`config.mk`:
```
export PLATFORM = sky130hd
export DESIGN_NAME = approx_ha_mul_pipe
export DESIGN_NICKNAME = d
export VERILOG_FILES = /design/src/rtl/approx_mul_pkg.sv /design/src/rtl/approx_ha_mul_pipe_pair.sv /design/src/rtl/approx_ha_mul_pipe.sv
export SDC_FILE = /design/constraint.sdc
export NUM_CORES = 1
export LEC_CHECK = 0
export BUFFER_PORTS_ARGS = -buffer_cell sky130_fd_sc_hd__buf_2
export CAP_MARGIN = 20
export CELL_PAD_IN_SITES_DETAIL_PLACEMENT = 1
export CELL_PAD_IN_SITES_GLOBAL_PLACEMENT = 2
export CORE_ASPECT_RATIO = 0.6
export CORE_MARGIN = 1.5
export CORE_UTILIZATION = 25
export CTS_CLUSTER_DIAMETER = 200
export DETAILED_ROUTE_END_ITERATION = 10
export PLACE_DENSITY_LB_ADDON = 0.1
export RECOVER_POWER = 50
export SYNTH_ARGS = -nofsm -noshare
export SYNTH_HDL_FRONTEND = slang
export SYNTH_SLANG_ARGS = --single-unit
```
`constraint.sdc`:
```
create_clock -name clk -period 7.9 [get_ports clk]
set_input_delay 1.185 -clock clk [delete_from_list [all_inputs] [get_ports clk]]
set_output_delay 1.185 -clock clk [all_outputs]
set_load 0.05 [all_outputs]
```
`src/rtl/approx_mul_pkg.sv`:
```
// Shared types and helpers for the approximate half-adder-array multiplier.
// Optional error monitor in the top is enabled by APPROX_ERR_MON_EN.
package approx_mul_pkg;

    typedef enum logic {
        CELL_HA = 1'b0,
        CELL_OR = 1'b1
    } cell_mode_e;

    function automatic int pair_count(input int w);
        return w / 2;
    endfunction

    // Columns strictly below the threshold drop their carry and keep only the OR.
    function automatic cell_mode_e cell_mode(input int g, input int k);
        return (g < k) ? CELL_OR : CELL_HA;
    endfunction

endpackage

```
`src/rtl/approx_ha_mul_pipe_pair.sv`:
```
// One HA array compressing partial-product rows 2i and 2i+1 into a sum
// vector t (weight BASE) and a carry vector b_vec (weight BASE+2).
module approx_ha_pair
    import approx_mul_pkg::*;
#(
    parameter int W    = 8,
    parameter int KW   = $clog2(2 * W),
    parameter int BASE = 0
) (
    input  logic [W-1:0]  row_a,
    input  logic [W-1:0]  row_b,
    input  logic [KW-1:0] cfg_k,
    output logic [W:0]    t,
    output logic [W-2:0]  b_vec
);

    always_comb begin
        t        = '0;
        b_vec    = '0;
        t[0]     = row_a[0];
        for (int j = 1; j < W; j++) begin
            if (cell_mode(BASE + j, int'(cfg_k)) == CELL_OR) begin
                t[j] = row_a[j] | row_b[j-1];
            end else begin
                t[j] = row_a[j] ^ row_b[j-1];
                // The top column's carry extends t rather than b_vec.
                if (j < W - 1) b_vec[j-1] = row_a[j] & row_b[j-1];
                else           t[W]       = row_a[j] & row_b[j-1];
            end
        end
        b_vec[W-2] = row_b[W-1];
    end

endmodule

```
`src/rtl/approx_ha_mul_pipe.sv`:
```
// Two-stage elastic approximate multiplier: S1 registers the HA-array outputs,
// S2 sums them into p. APPROX_ERR_MON_EN adds an accumulated-error monitor.
module approx_ha_mul_pipe
    import approx_mul_pkg::*;
#(
    parameter int W  = 8,
    parameter int KW = $clog2(2 * W)
) (
    input  logic            clk,
    input  logic            rst_n,
    input  logic            in_valid,
    output logic            in_ready,
    input  logic [W-1:0]    x,
    input  logic [W-1:0]    y,
    input  logic [KW-1:0]   cfg_k,
    output logic            out_valid,
    input  logic            out_ready,
    output logic [2*W-1:0]  p
`ifdef APPROX_ERR_MON_EN
    ,
    input  logic            err_clr,
    output logic [31:0]     err_acc
`endif
);

    localparam int NP = pair_count(W);
    localparam int PW = 2 * W;

    logic [W:0]   t_c  [NP];
    logic [W-2:0] b_c  [NP];
    logic [W:0]   s1_t [NP];
    logic [W-2:0] s1_b [NP];
    logic         s1_v;
    logic         s1_adv, s2_adv, in_xfer;
    logic [PW-1:0] sum_c;

    for (genvar i = 0; i < NP; i++) begin : g_pair
        approx_ha_pair #(
            .W    (W),
            .KW   (KW),
            .BASE (2 * i)
        ) u_pair (
            .row_a (y & {W{x[2*i]}}),
            .row_b (y & {W{x[2*i+1]}}),
            .cfg_k (cfg_k),
            .t     (t_c[i]),
            .b_vec (b_c[i])
        );
    end

    assign s2_adv   = !out_valid || out_ready;
    assign s1_adv   = !s1_v || s2_adv;
    assign in_ready = s1_adv;
    assign in_xfer  = in_valid && in_ready;

    always_comb begin
        sum_c = '0;
        for (int i = 0; i < NP; i++) begin
            sum_c = sum_c + (PW'(s1_t[i]) << (2 * i)) + (PW'(s1_b[i]) << (2 * i + 2));
        end
    end

    always_ff @(posedge clk or negedge rst_n) begin
        if (!rst_n) begin
            s1_v      <= 1'b0;
            out_valid <= 1'b0;
            p         <= '0;
            for (int i = 0; i < NP; i++) begin
                s1_t[i] <= '0;
                s1_b[i] <= '0;
            end
        end else begin
            if (s1_adv) s1_v <= in_valid;
            if (in_xfer) begin
                for (int i = 0; i < NP; i++) begin
                    s1_t[i] <= t_c[i];
                    s1_b[i] <= b_c[i];
                end
            end
            if (s2_adv) begin
                out_valid <= s1_v;
                if (s1_v) p <= sum_c;
            end
        end
    end

`ifdef APPROX_ERR_MON_EN
    logic [PW-1:0] s1_exact, s2_exact, err_diff;
    logic [32:0]   err_sum;

    assign err_diff = s2_exact - p;
    assign err_sum  = {1'b0, err_acc} + 33'(err_diff);

    always_ff @(posedge clk or negedge rst_n) begin
        if (!rst_n) begin
            s1_exact <= '0;
            s2_exact <= '0;
            err_acc  <= '0;
        end else begin
            if (in_xfer)          s1_exact <= PW'(x) * PW'(y);
            if (s2_adv && s1_v)   s2_exact <= s1_exact;
            if (err_clr)                     err_acc <= '0;
            else if (out_valid && out_ready) err_acc <= err_sum[32] ? '1 : err_sum[31:0];
        end
    end
`endif

endmodule

```
* Yosys cells after proc, flatten, opt, wreduce, memory -nomap -nowiden
Cells that the tools add are included.
** Word-level totals
- Register bits after elaboration :: 82
- Word-level logic and storage cells :: 198
- Output and inout port bits :: 18
- Input bits :: 24
** Operators by class
- Bitwise gates (word level) :: 92
- Add/subtract/negate cells :: 7
- Multiplexer cells :: 69
- Reduce and logical (&&, ||, !) cells :: 6
- $lt $le $gt $ge :: 13
** Operator list (number)
- $mux W1 :: 69
- $and A8 B8 Y8 :: 8
- $and A1 B1 Y1 :: 28
- $or A1 B1 Y1 :: 28
- $xor A1 B1 Y1 :: 28
- $lt A4 B4 Y1 const A :: 6
- $add A15 B15 Y16 :: 1
- $add A16 B15 Y16 :: 1
- $lt A3 B4 Y1 const A :: 4
- $add A14 B13 Y15 :: 1
- $add A13 B13 Y14 :: 1
- $add A12 B11 Y13 :: 1
- $add A10 B11 Y12 :: 1
- $add A9 B9 Y10 :: 1
- $lt A2 B4 Y1 const A :: 2
- $lt A1 B4 Y1 const A :: 1
- $logic_not A1 Y1 :: 2
- $logic_or A1 B1 Y1 :: 2
- $reduce_and A2 Y1 :: 1
- $logic_and A1 B1 Y1 :: 1

* Longest topological paths before layout
- Depth after elaboration :: 7
- Depth in mapped cells :: 16
- Depth with buffers taken out :: 16

* Cells and area by module
From an unflattened synthesis, not the netlist that was laid out.
** Unflattened totals
- Cells, all modules :: 694
- Area, all modules :: 6920.4 µm²
** Modules (own cells, without submodules)
- approx_ha_mul_pipe :: area each 5092.4 µm², seq. area each 2052.0 µm², cells an instance 449, times used 1
- approx_ha_pair at g_pair[1].u_pair :: area each 470.5 µm², seq. area each 0.0 µm², cells an instance 61, times used 1
- approx_ha_pair at g_pair[2].u_pair :: area each 469.2 µm², seq. area each 0.0 µm², cells an instance 62, times used 1
- approx_ha_pair at g_pair[3].u_pair :: area each 445.4 µm², seq. area each 0.0 µm², cells an instance 60, times used 1
- approx_ha_pair at g_pair[0].u_pair :: area each 442.9 µm², seq. area each 0.0 µm², cells an instance 62, times used 1

* Worst setup path before layout
OpenSTA, ideal clock, no wires.
- Path type :: register to register
- Start point :: register s1_t[2] in the netlist's numbering
- End point :: register p[12]
- Library setup time :: 0.092 ns
- Cell stages (with the launch flop) :: 15
- Slack :: 3.993 ns
- Data required time :: 7.808 ns
- Clock period less this slack :: 3.907 ns
- Data arrival time :: 3.815 ns
- Path through :: dfrtp_1 > inv_1 > fa_1 > inv_1 > fa_1 > fa_1 > inv_1 > fa_1 > inv_1 > ha_1 > nor2b_4 > o31a_4 > o21a_1 > o21a_1 > o31ai_2
** On the way
- Word-level cells in the longest chain between the ends :: 2
** RTL lines
- start, declared :: RTL line approx_ha_mul_pipe.sv:31 : logic [W:0] s1_t [NP];
- start signal, assigned by index :: RTL line approx_ha_mul_pipe.sv:76 : s1_t[i] <= t_c[i];
- $add A15 B15 Y16 :: RTL line approx_ha_mul_pipe.sv:59 : sum_c = sum_c + (PW'(s1_t[i]) << (2 * i)) + (PW'(s1_b[i]) << (2 * i + 2));
- $add A16 B15 Y16 :: RTL line approx_ha_mul_pipe.sv:59
- end signal, assigned :: RTL line approx_ha_mul_pipe.sv:82 : if (s1_v) p <= sum_c;
- end, declared :: RTL line approx_ha_mul_pipe.sv:18 : output logic [2*W-1:0] p
Every way passes these cells.
A chain may end at the register's enable or synchronous reset.

==> key figures <==
Run status
  • Status: complete, but fails checks
  • Violated checks: capacitance limit, slew limit

Die
  • FP Rows: 44
  • Die Area: roughly 26000 um^2
  • Die H: ~130 um
  • Area of the core: 24500 um^2
  • I/O Pins: between 40 and 50
  • Initial Utilization: 0.258
  • Die X-Extent: approximately 210 um

Global route
  • Initial antenna violation count: 0
  • Largest net degree at the start of global routing: 73
  • Global-route wire length before repair: slightly below 30000 um
  • Vias in the first global route: between 5000 and 6000
  • Total track usage: 0.149
  • Grt total ovfl: 0

Clock tree
  • Postcts setup bufs: 0
  • H-Tree Depth: 3
  • Clock transition at path regs: about 0.060 ns
  • Latest clock arrival within the worst-skew pair: 0.37 ns
  • TritonCTS Sinks: between 80 and 90
  • Clock buffer count from CTS: 9
  • CTS tree: yes
  • Post-CTS Resized: 0
  • CTS Root Cell: clkbuf_16
  • CTS Buffer Depth: 2
  • Post-cts hold buffer count: 0

STA
  • # setup viols final: 0
  • Post-route setup TNS: 0 ns
  • Final Worst Setup Slack: between 2 and 3 ns
  • Slew HR: -0.792
  • Unrepaired setup endpoints after global routing: no
  • Worst slew pin tran: between 2 and 3 ns
  • Minimum clock period: ~5 ns
  • Fin crit share: 0.645
  • Final Hold Viols: 0
  • Final Max Slew Viols: about 120
  • F_max: just under 0.2 GHz
  • Skew final: 0.00627 ns

Worst setup path
  • Critical path startpoint: rst_n
  • End point of the critical path: s1_b[25]$_DFFE_PN0P_
  • Critical path arrival: between 4 and 5 ns
  • Crit-path leading delay family: buffers and inverters
  • R2r worst-path depth: 14
  • Reg2reg end: p[15]$_DFFE_PN0P_
  • Crit. End Element: asynchronous set/reset pin
  • Crit-path cells: clkbuf_1 -> clkbuf_1 -> clkbuf_1
  • Flop2flop setup slack: roughly 3.6 ns
  • Most Frequent Cell on Critical Path: clkbuf_1
  • Buf+Inv Stages, Crit Path: 3
  • CP max-delay cell: clkbuf_1
  • Crit Reg-Reg Startpoint: s1_t[2]$_DFFE_PN0P_
  • Worst setup path class: primary input to asynchronous set/reset pin
  • Crit path largest cell delay: between 1.5 and 2 ns
  • CP Max Fanout: 45
  • Worst endpoint required time: approximately 7.8 ns
  • Startpoint types: primary input
  • Critical Path Stages: 3

Yosys
  • Yosys top cell area share: 0.324
  • Post-synth top cells: inv_1 (147), nand2_1 (128), ha_1 (83)
  • Synth Flop Type: dfrtp_1
  • #FFs+latches synth: 82
  • Mapped cell area: between 6000 and 7000 um^2
  • Post-synthesis sequential area ratio: 0.324
  • Avg Synthesized Cell Area: 8.83 um^2
  • Async S/R FF share, synth: 1.00
  • EDFF count, synth: 0
  • Syn. warnings: 0
  • Top-count cell post-synth: inv_1
  • Ranking of synthesized cells by area: dfrtp_1 (32%), ha_1 (16%), fa_1 (12%)
  • Cell taking the most area after synthesis: dfrtp_1
  • Gate Count Post-Synth: ~720
  • Syn nets: between 800 and 900
  • Cell variety after synth: 41

Power and ir drop
  • PD cells: ~280 nW/um^2
  • Total power: ~2 mW
  • Peak supply drop: 0.0896 mV
  • Leak: ~3.8 nW

Routing
  • Post-Route WL: 18100 um
  • Drt initial violations: between 150 and 200
  • Vias/cell: roughly 4.4
  • 1st-pass router iterations: 4
  • Post-route ant nets: 0
  • DR vias: 4656
  • DRC violations left: 0
  • Avg WL per Cell: about 17 um

Cells and area
  • Area delta synth->final: 11.8%
  • Post-layout utilization of the core: 0.289
  • Ant diodes: 0
  • Layout cell share with drive strength beyond 1: 0.0957
  • Fin area: between 7000 and 8000 um^2
  • Nets: a little under 900

Placement
  • Placer Congestion: about 0.72
  • Placed inst area: 6800 um^2
  • Worst slack, placed: ~3.7 ns
  • Port bufs: 41
  • Post-DP HPWL: 13700 um

Min path
  • Worst Hold Depth: 2
  • Worst Hold Launch: p[9]$_DFFE_PN0P_
  • Hold WC Path Type: register to register

Job
  • Max-Cap Viols: 3
-- final cells by class --
class,instances,area [um^2]
clock inverters,2,10.0
well taps,322,403
repair buffers,45,223
flip-flops and latches,82,2050
inverters,147,552
multi-input cells,452,3550
clock buffers,14,274
fillers,2918,17400
-- layout by cell type, fill, tap and decap left out, drive strengths merged, types with 2 or more instances in the layout --
master  synthesis  layout
inv           147     147
nand2         128     128
ha             83      83
dfrtp          82      82
o21ai          57      57
buf            24      41
fa             38      38
nor2           35      35
a21oi          30      30
clkbuf         11      18
a211oi         16      16
a22o           10      10
nand2b          8       8
mux2i           6       6
mux2            6       6
xor2            5       5
o21a            4       4
a31oi           2       2
nor3            2       2
xnor2           2       2
nor3b           2       2
o211ai          2       2
a21o            2       2
clkinv          0       2
o31a            2       2
nor2b           2       2
-- per-layer routing --
layer  vias to the layer above  GRT usage  part of all wire  routed length, um
met4                         0     0.0477             0.015                278
li1                       2271          -                 -                  -
met5                         -          0                 0                  0
met3                        16     0.0324             0.021                373
met2                        29      0.221              0.44               7900
met1                      2340      0.215              0.53               9530
-- where the power goes --
group / total (mW) / internal (mW) / switching, mW
sequential: 0.525 / 0.491 / 0.0343
clock: 0.423 / 0.238 / 0.184
combinational: 1.05 / 0.388 / 0.667
total: 2.00 / 1.12 / 0.885
-- flip-flops by register name, summed over array words and instances, names as in the netlist --
signal and flops:
s1_v 1, out_valid 1, s1_b 28, s1_t 36, p 16
-- worst min path at each step --
stage,to,slack (ns)
final,p[9]$_DFFE_PN0P_,0.48
after global routing,p[10]$_DFFE_PN0P_,0.51
after CTS,p[10]$_DFFE_PN0P_,0.49
after detailed placement,p[10]$_DFFE_PN0P_,0.47
after global placement,p[2]$_DFFE_PN0P_,0.46
after floorplan,s1_t[27]$_DFFE_PN0P_,0.45
-- worst reg2reg max path, cell delays in order, from the launching register on --
cell,delay (ns)
dfrtp_1,0.33
inv_1,0.07
fa_1,0.53
inv_1,0.05
fa_1,0.51
fa_1,0.55
inv_1,0.06
fa_1,0.53
inv_1,0.05
ha_1,0.34
o21ai_0,0.32
o21ai_0,0.22
a211oi_1,0.30
xnor2_1,0.18
o21ai_2,0.07
-- logic make-up (layout without fill, tap and decap cells) --
group                    Yosys count  count (layout)  synth area share
AO/OA/AOI/OAI                    128             128             0.129
XOR/XNOR                           7               7           0.00969
adder cells (fa/ha/maj)          121             121             0.284
buffers and inverters            182             208             0.114
flip-flops                        82              82             0.324
multiplexers                      12              12            0.0202
AND/OR/NAND/NOR                  184             184             0.119
-- metrics by stage --
step,hold WS [ns],instances
after floorplan,0.446,716
after global placement,0.462,1047
after detailed placement,0.471,1047
after CTS,0.485,1063
after global routing,0.511,1064
final,0.478,1064
No activity file was read; power rests on OpenSTA's default activity.
